File: src/rtl/pipeline_pkg.sv
`default_nettype none
// ============================================================================
//  Module      : pipeline_pkg
//  Description : Shared pipeline definitions: default datapath width, ALU
//                operation codes and operand forward-select codes.
//  Revision    : 1.0 - initial release
// ============================================================================
package pipeline_pkg;

    // Default datapath width used by every pipeline stage
    localparam int DEFAULT_WIDTH = 32;

    // ALU operation codes; 3'b110 and 3'b111 are reserved and yield zero
    typedef enum logic [2:0] {
        ALU_ADD = 3'b000,
        ALU_SUB = 3'b001,
        ALU_AND = 3'b010,
        ALU_OR  = 3'b011,
        ALU_XOR = 3'b100,
        ALU_SLT = 3'b101
    } alu_op_e;

    // Operand forward selects; 2'b11 falls back to the register-file value
    typedef enum logic [1:0] {
        FWD_REG = 2'b00,
        FWD_WB  = 2'b01,
        FWD_MEM = 2'b10
    } fwd_sel_e;

endpackage : pipeline_pkg
`default_nettype wire

File: src/rtl/alu.sv
`default_nettype none
// ============================================================================
//  Module      : alu
//  Description : Combinational integer ALU for the execute stage. Add and
//                subtract wrap modulo 2^WIDTH; SLT is a signed compare with
//                a zero-extended 0/1 result; reserved op codes return zero.
//  Revision    : 1.0 - initial release
// ============================================================================
module alu
    import pipeline_pkg::*;
#(
    parameter int WIDTH = DEFAULT_WIDTH
)
(
    input  logic [WIDTH-1:0] a,
    input  logic [WIDTH-1:0] b,
    input  logic [2:0]       op,
    output logic [WIDTH-1:0] result,
    output logic             zero
);

    // Operation select; reserved codes fall through to the zero default
    always_comb begin
        result = '0;
        case (op)
            ALU_ADD: result = a + b;
            ALU_SUB: result = a - b;
            ALU_AND: result = a & b;
            ALU_OR:  result = a | b;
            ALU_XOR: result = a ^ b;
            ALU_SLT: result = {{(WIDTH-1){1'b0}}, ($signed(a) < $signed(b))};
            default: result = '0;
        endcase
    end

    assign zero = (result == '0);

endmodule : alu
`default_nettype wire

File: src/rtl/execute_top.sv
`default_nettype none
// ============================================================================
//  Module      : execute_top
//  Description : Execute stage of a 5-stage RISC-V style pipeline. Holds the
//                ID/EX pipeline register (with bubble insertion on FlushE),
//                the operand forwarding muxes, the ALU and the branch/jump
//                target and redirect logic.
//  Options     : EXECUTE_FORWARD_EN - when defined, ForwardAE/ForwardBE select
//                operands from ALUResultM / ResultW. When undefined the
//                forwarding ports remain but are ignored.
//  Revision    : 1.0 - initial release
// ============================================================================
module execute_top
    import pipeline_pkg::*;
#(
    parameter int WIDTH = DEFAULT_WIDTH
)
(
    input  logic             clk,
    input  logic             rst,

    // Decode-stage control
    input  logic             RegWriteD,
    input  logic             MemWriteD,
    input  logic             JumpD,
    input  logic             BranchD,
    input  logic             ALUSrcD,
    input  logic             JALRctrlD,
    input  logic [1:0]       ResultSrcD,
    input  logic [2:0]       ALUControlD,

    // Decode-stage data
    input  logic [WIDTH-1:0] RD1D,
    input  logic [WIDTH-1:0] RD2D,
    input  logic [WIDTH-1:0] PCD,
    input  logic [WIDTH-1:0] ImmExtD,
    input  logic [WIDTH-1:0] PCPlus4D,
    input  logic [4:0]       Rs1D,
    input  logic [4:0]       Rs2D,
    input  logic [4:0]       RdD,

    // Hazard unit
    input  logic             FlushE,
    input  logic [1:0]       ForwardAE,
    input  logic [1:0]       ForwardBE,
    input  logic [WIDTH-1:0] ALUResultM,
    input  logic [WIDTH-1:0] ResultW,

    // Fetch redirect
    output logic             PCsrcE,
    output logic [WIDTH-1:0] PCTargetE,

    // To memory stage / hazard unit
    output logic             RegWriteE,
    output logic             MemWriteE,
    output logic [1:0]       ResultSrcE,
    output logic [WIDTH-1:0] ALUResultE,
    output logic [WIDTH-1:0] WriteDataE,
    output logic [WIDTH-1:0] PCPlus4E,
    output logic [4:0]       Rs1E,
    output logic [4:0]       Rs2E,
    output logic [4:0]       RdE
);

    // ------------------------------------------------------------------
    // ID/EX pipeline register contents
    // ------------------------------------------------------------------
    logic             r_reg_write;
    logic             r_mem_write;
    logic             r_jump;
    logic             r_branch;
    logic             r_alu_src;
    logic             r_jalr;
    logic [1:0]       r_result_src;
    logic [2:0]       r_alu_ctrl;
    logic [WIDTH-1:0] r_rd1;
    logic [WIDTH-1:0] r_rd2;
    logic [WIDTH-1:0] r_pc;
    logic [WIDTH-1:0] r_imm;
    logic [WIDTH-1:0] r_pc_plus4;
    logic [4:0]       r_rs1;
    logic [4:0]       r_rs2;
    logic [4:0]       r_rd;

    // ------------------------------------------------------------------
    // Execute-stage combinational nets
    // ------------------------------------------------------------------
    logic [WIDTH-1:0] w_src_a;
    logic [WIDTH-1:0] w_src_b;
    logic [WIDTH-1:0] w_write_data;
    logic [WIDTH-1:0] w_alu_result;
    logic             w_zero;
    logic [WIDTH-1:0] w_jalr_sum;
    logic [WIDTH-1:0] w_pc_rel;

    // ID/EX capture: a flush inserts a bubble by zeroing every field that
    // could cause an architectural side effect; data fields are still
    // captured since nothing downstream consumes them in a bubble.
    always_ff @(posedge clk or negedge rst) begin
        if (!rst) begin
            r_reg_write  <= 1'b0;
            r_mem_write  <= 1'b0;
            r_jump       <= 1'b0;
            r_branch     <= 1'b0;
            r_alu_src    <= 1'b0;
            r_jalr       <= 1'b0;
            r_result_src <= 2'b00;
            r_alu_ctrl   <= 3'b000;
            r_rd1        <= '0;
            r_rd2        <= '0;
            r_pc         <= '0;
            r_imm        <= '0;
            r_pc_plus4   <= '0;
            r_rs1        <= 5'd0;
            r_rs2        <= 5'd0;
            r_rd         <= 5'd0;
        end else begin
            r_alu_src    <= ALUSrcD;
            r_result_src <= ResultSrcD;
            r_alu_ctrl   <= ALUControlD;
            r_rd1        <= RD1D;
            r_rd2        <= RD2D;
            r_pc         <= PCD;
            r_imm        <= ImmExtD;
            r_pc_plus4   <= PCPlus4D;
            if (FlushE) begin
                r_reg_write <= 1'b0;
                r_mem_write <= 1'b0;
                r_jump      <= 1'b0;
                r_branch    <= 1'b0;
                r_jalr      <= 1'b0;
                r_rs1       <= 5'd0;
                r_rs2       <= 5'd0;
                r_rd        <= 5'd0;
            end else begin
                r_reg_write <= RegWriteD;
                r_mem_write <= MemWriteD;
                r_jump      <= JumpD;
                r_branch    <= BranchD;
                r_jalr      <= JALRctrlD;
                r_rs1       <= Rs1D;
                r_rs2       <= Rs2D;
                r_rd        <= RdD;
            end
        end
    end

`ifdef EXECUTE_FORWARD_EN
    // Operand A forwarding: newest producer (memory stage) beats write-back
    always_comb begin
        w_src_a = r_rd1;
        case (ForwardAE)
            FWD_WB:  w_src_a = ResultW;
            FWD_MEM: w_src_a = ALUResultM;
            default: w_src_a = r_rd1;
        endcase
    end

    // Operand B forwarding; this value is also the store data
    always_comb begin
        w_write_data = r_rd2;
        case (ForwardBE)
            FWD_WB:  w_write_data = ResultW;
            FWD_MEM: w_write_data = ALUResultM;
            default: w_write_data = r_rd2;
        endcase
    end
`else
    // Forwarding disabled: operands come straight from the register file
    logic w_unused_fwd;

    assign w_src_a      = r_rd1;
    assign w_write_data = r_rd2;
    assign w_unused_fwd = ^{ForwardAE, ForwardBE, ALUResultM, ResultW};
`endif

    assign w_src_b = r_alu_src ? r_imm : w_write_data;

    alu #(
        .WIDTH  (WIDTH)
    ) u_alu (
        .a      (w_src_a),
        .b      (w_src_b),
        .op     (r_alu_ctrl),
        .result (w_alu_result),
        .zero   (w_zero)
    );

    // Branch/jump target: JALR is register-relative with bit 0 forced low,
    // everything else is PC-relative
    assign w_jalr_sum = w_src_a + r_imm;
    assign w_pc_rel   = r_pc + r_imm;
    assign PCTargetE  = r_jalr ? {w_jalr_sum[WIDTH-1:1], 1'b0} : w_pc_rel;

    // Redirect on any jump, or on a branch whose compare result is zero
    assign PCsrcE     = r_jump | (r_branch & w_zero);

    assign ALUResultE = w_alu_result;
    assign WriteDataE = w_write_data;
    assign RegWriteE  = r_reg_write;
    assign MemWriteE  = r_mem_write;
    assign ResultSrcE = r_result_src;
    assign PCPlus4E   = r_pc_plus4;
    assign Rs1E       = r_rs1;
    assign Rs2E       = r_rs2;
    assign RdE        = r_rd;

endmodule : execute_top
`default_nettype wire

File: config.mk
export PLATFORM = sky130hd
export DESIGN_NAME = execute_top
export DESIGN_NICKNAME = d
export VERILOG_FILES = /design/src/rtl/pipeline_pkg.sv /design/src/rtl/alu.sv /design/src/rtl/execute_top.sv
export SDC_FILE = /design/constraint.sdc
export NUM_CORES = 1
export LEC_CHECK = 0
export CAP_MARGIN = 5
export CORE_ASPECT_RATIO = 1.5
export CORE_MARGIN = 2
export CORE_UTILIZATION = 49
export DETAILED_ROUTE_END_ITERATION = 7
export GPL_ROUTABILITY_DRIVEN = 1
export PLACE_DENSITY = 0.82
export SYNTH_ARGS = -nofsm -noshare
export SYNTH_HDL_FRONTEND = slang
export SYNTH_SLANG_ARGS = --single-unit
File: constraint.sdc
create_clock -name clk -period 7.3 [get_ports clk]
set_input_delay 1.46 -clock clk [delete_from_list [all_inputs] [get_ports clk]]
set_output_delay 1.46 -clock clk [all_outputs]
set_load 0.1 [all_outputs]
; ---- Word level (Yosys, flattened, before mapping)
; Index checks and enable logic that the tools add are counted.
[totals]
register_bits = 186
in_bits = 257
output_inout_bits = 148
elab_cells = 44
[classes]
add_sub_neg = 4
order_cmp = 1
n_eq_ne = 5
n_mux = 11
bitwise_logic = 5
reduce_logical = 2
[op_table]
columns = op, count
row1 = case mux 32 bit (6 select lines), 1
row2 = adder 32 bit, 3
row3 = 2-to-1 mux 32 bit, 2
row4 = bitwise AND 32 bit, 1
row5 = zero test 32 bit, 1
row6 = < comparator 32 bit, 1
row7 = bitwise OR 32 bit, 1
row8 = subtractor 32 bit, 1
row9 = XOR 32 bit, 1
row10 = 2-to-1 mux 5 bit, 3
row11 = "equality test 3 x 2 -> 1 bit, second input constant", 2
row12 = "equality test 3 bit, second input constant", 2
row13 = 2-to-1 mux 1 bit, 5
row14 = "equality test 3 x 1 -> 1 bit, second input constant", 1
row15 = zero test 3 bit, 1
row16 = bitwise AND 1 bit, 1
row17 = bitwise OR 1 bit, 1

; ---- Longest topological paths before layout
[logic_depth]
word_depth = 6
depth_mapped = 17

; ---- By module
; A second synthesis with hierarchy kept.
[unflattened]
cells_unflattened = 1609
area_unflattened_um2 = 14536.4
[modules_own_cells]
columns = module, instances, cells_each, area_each_um2, seq_area_each_um2
row1 = execute_top, 1, 764, 8854.7, 4654.5
row2 = alu, 1, 845, 5681.7, 0.0

; ---- Least setup slack after synthesis
; Ideal clock, no wire load.
[synth_path]
path_type = flip-flop to output port
from = register r_rd2[0], in the netlist WriteDataE[0]
to = output PCsrcE
t_arrival_ps = 6529
required_time_ps = 5840
slack_ps = -689
stages_incl_launch_ff = 17
cell_sequence = dfrtp_1 -> mux2i_1 -> inv_1 -> ha_1 -> inv_1 -> fa_1 -> nor2b_1 -> o311ai_1 -> a211oi_1 -> o2111ai_1 -> a21boi_1 -> o211ai_1 -> o221a_2 -> a221oi_1 -> o21ai_0 -> nor4_1 -> a31o_1
[synth_via]
elab_chain_len = 6
[synth_rtl]
columns = item, line
row1 = from (decl), execute_top.sv:77  ; logic [WIDTH-1:0] r_rd2;
row2 = from (signal assigned), execute_top.sv:110  ; r_rd2 <= '0;
row3 = from (signal assigned), execute_top.sv:122  ; r_rd2 <= RD2D;
row4 = 2-to-1 mux 32 bit (*), execute_top.sv:177  ; assign w_src_b = r_alu_src ? r_imm : w_write_data;
row5 = subtractor 32 bit or adder 32 bit (tied branches), "alu.sv:27, alu.sv:26"
row6 = case mux 32 bit (6 select lines) (*), alu.sv:25  ; case (op)
row7 = named net ALUResultE[30], execute_top.sv:57  ; output logic [WIDTH-1:0] ALUResultE,
row8 = zero test 32 bit (*), alu.sv:36  ; assign zero = (result == '0);
row9 = bitwise AND 1 bit (*), execute_top.sv:196  ; assign PCsrcE = r_jump | (r_branch & w_zero);
row10 = bitwise OR 1 bit (*), execute_top.sv:196
row11 = to (decl), execute_top.sv:50  ; output logic PCsrcE,
; The timed path passes the listed nets; every way through them passes the cells marked *.

; ---- Worst setup path in the final report
[layout_path]
from = register r_alu_src
to = output PCsrcE
[layout_via]
elab_chain_len = 6
[layout_rtl]
columns = item, line
row1 = from (decl), execute_top.sv:72  ; logic r_alu_src;
row2 = from (signal assigned), execute_top.sv:118  ; r_alu_src <= ALUSrcD;
row3 = 2-to-1 mux 32 bit (*), execute_top.sv:177
row4 = subtractor 32 bit (tied with other cells), alu.sv:27  ; ALU_SUB: result = a - b;
row5 = case mux 32 bit (6 select lines) (*), alu.sv:25
row6 = zero test 32 bit (*), alu.sv:36
row7 = bitwise AND 1 bit (*), execute_top.sv:196
row8 = bitwise OR 1 bit (*), execute_top.sv:196
; Mark *: on every way between the ends. The rest lies on a longest branch, timed or not.

==> results.yml <==
yosys:
  synth_seq_cells: 186
  synth_area_um2: 14200
  synthTopCellsByArea: "dfrtp_1 (33%), ha_1 (14%), a21oi_1 (5.1%)"
  yosys-top-cells-count: "dfrtp_1 (186), ha_1 (164), a21oi_1 (144)"
  yosys.area.top_type: "dfrtp_1"
  synth.distinct_cells: 82
  synth_area_per_cell_um2: 8.80
  synth_top_area_share_pct: 32.9
  synth_nets: 2034
  yosysMostFrequentCell: "dfrtp_1"
  ys.flop_type: "dfrtp_1"
  synth_cells: 1609
  ys_seq_area_share_pct: 32.9
  synth_edf_count: 0
  synthArstFlopShare_pct: 100
  yosysWarnings: 0
final_layout:
  n_fill_cell: 2362
  fin_cells: 2332
  regArea_um2: 4660
  drive_gt1_share_pct: 6.51
  syn2layout_area_growth_pct: 30.7
  layout.nets: 2347
  multi_input_area_um2: 8800
  final_util_pct: 64.7
global_route:
  grt_pass1_wl_mm: 76.3
  grtUsageTotal_pct: 32.9
  antenna_found_initial: 7
  grt_pass1_vias: 13998
  grt_max_degree: 112
  grt-ovfl-total: 0
drt:
  drc: 0
  antenna_left: 0
  vias_per_cell: 5.99
  drtPass1Iterations: 5
  drtIter0Drc: 1111
  routed_wl_mm: 50.0
  num_vias: 13976
  wl_per_cell_um: 21.4
worst_hold_path:
  min_path_type: "primary input to asynchronous set/reset pin"
placement:
  dpl.hpwl_mm: 40.0
  pre_cts_slack_ns: 0.746
  portBuffers: 336
  gp_congestion: 0.987
  dp_cells: 2293
run_status:
  outcome: "complete, no violations"
floorplanning:
  placement_rows: 76
  initial_core_util_pct: 49.5
  dieArea_um2: 30300
  io_pins: 405
  die_height_um: 212
  core_um2: 28600
  die_width_um: 143
cts:
  numCtsBuffers: 17
  clock-root-buffer: "clkbuf_16"
  postCtsSetupBuffers: 0
  htree_levels: 4
  cts_sinks: 186
  cts_resized: 0
  clk_pin_slew_worst_paths_ns: 0.07
  cts_tree: "done"
  ctsHoldBuffers: 0
  clk_path_buf_depth: 2
sta:
  fmax_mhz: 144
  setup_viol: 0
  slew_headroom_pct: 26.4
  setup-tns-final_ns: 0
  timing.final.ws_setup_ns: 0.332
  rsz0062_at_grt: "no"
  fin_crit_ns: 6.97
  slew_viol_final: 0
  hold_violations: 0
  post-route-period-util_pct: 95.5
  worst_slew_pin_slew_ns: 1.10
job:
  maxCapViolations: 0
power_and_ir_drop:
  leakage_nw: 8.29
  totalPowerFinal_mw: 3.98
  ir_drop_v: 0.000267
  powerDensity_nw_per_um2: 215
critical_path:
  cp-end-kind: "output port"
  crit_path_max_fanout: 5
  startpoint_type: "flip-flop"
  crit_start: "r_alu_src$_DFF_PN0_"
  cp_data_required_time_ns: 5.84
  crit_type: "flip-flop to output port"
  arrival_ns: 5.51
==> worst max-delay path, cell delays in order (launching register included) <==
cell,delay (ns)
dfrtp_2,0.46
mux2i_1,0.36
inv_1,0.11
ha_1,0.24
fa_1,0.47
a21oi_1,0.18
nand4b_1,0.22
a211oi_1,0.19
o41ai_1,0.73
a211oi_1,0.20
xnor2_1,0.17
a211o_1,0.33
nor4_1,0.36
nand4bb_1,0.22
nor4_2,0.39
a31o_1,0.25
buf_12,0.18
==> sequential cells by signal, summed over array words and instances (netlist names), 2 cells and up <==
name / cells
PCPlus4E: 32
WriteDataE: 32
r_imm: 32
r_pc: 32
r_rd1: 32
RdE: 5
Rs1E: 5
Rs2E: 5
r_alu_ctrl: 3
ResultSrcE: 2
==> final cells by class <==
| cell class | instances | share of cell area (%) |
|---|---|---|
| Antenna cell | 7 | 0.0947 |
| Clock buffer | 18 | 2.32 |
| Clock inverter | 14 | 0.947 |
| Inverter | 113 | 2.29 |
| Multi-Input combinational cell | 1240 | 47.6 |
| Sequential cell | 186 | 25.2 |
| Tap cell | 390 | 2.64 |
| Timing Repair Buffer | 364 | 19.0 |
==> worst max-delay path by stage <==
stage,end,cells past startpoint,slack [ns]
final,PCsrcE,16,0.33
after floorplan,PCsrcE,16,0.1
after global placement,PCsrcE,16,0.79
after CTS,PCsrcE,16,0.25
after global routing,PCsrcE,16,0.05
after detailed placement,PCsrcE,16,0.75
==> report_power, final <==
group	switching (mW)	internal [mW]	leakage, nW	total [mW]
sequential	0.0559	1.08	2.19	1.14
combinational	1.34	0.568	5.81	1.91
clock	0.448	0.493	0.292	0.941
total	1.84	2.14	8.29	3.98
==> per-layer routing <==
| layer | global-route usage (%) | share of wire, % | vias to the layer above |
|---|---|---|---|
| li1 | - | - | 6490 |
| met1 | 39.6 | 39 | 6686 |
| met2 | 55.8 | 49 | 656 |
| met3 | 5.05 | 6.5 | 144 |
| met4 | 18.8 | 5.4 | 0 |
| met5 | 0 | 0 | - |
==> logic make-up after synthesis <==
| family | count (synthesis) | share of synthesized area [%] |
|---|---|---|
| and+or+nand+nor | 429 | 15.0 |
| muxes | 39 | 2.77 |
| DFF | 186 | 32.9 |
| AOI/OAI and AO/OA | 546 | 25.6 |
| adders and majority gates | 168 | 15.1 |
| buffers and inverters | 183 | 5.05 |
| xor gates and xnor gates | 58 | 3.59 |
==> per-stage QoR <==
stage,area (um2),hold WS (ns)
5_1_grt,18500,1.17
4_1_cts,18500,1.14
2_1_floorplan,14200,1.16
3_3_place_gp,17900,1.61
6_report,18500,1.09
3_5_place_dp,17900,1.62
==> layout by cell type, fill, tap and decap left out, types with 25 or more instances in the layout <==
master,instances
dfrtp_1,185
nor2b_1,31
a211oi_1,30
o21ai_0,95
nor2_1,110
a21o_1,49
nand2_1,107
nor3_1,29
xnor2_1,38
nand3_1,36
ha_1,164
mux2i_1,38
o211ai_1,35
buf_4,58
inv_1,112
a21oi_1,144
clkdlybuf4s50_1,304
nand2b_1,25
Power figures use the tool's default switching activity.
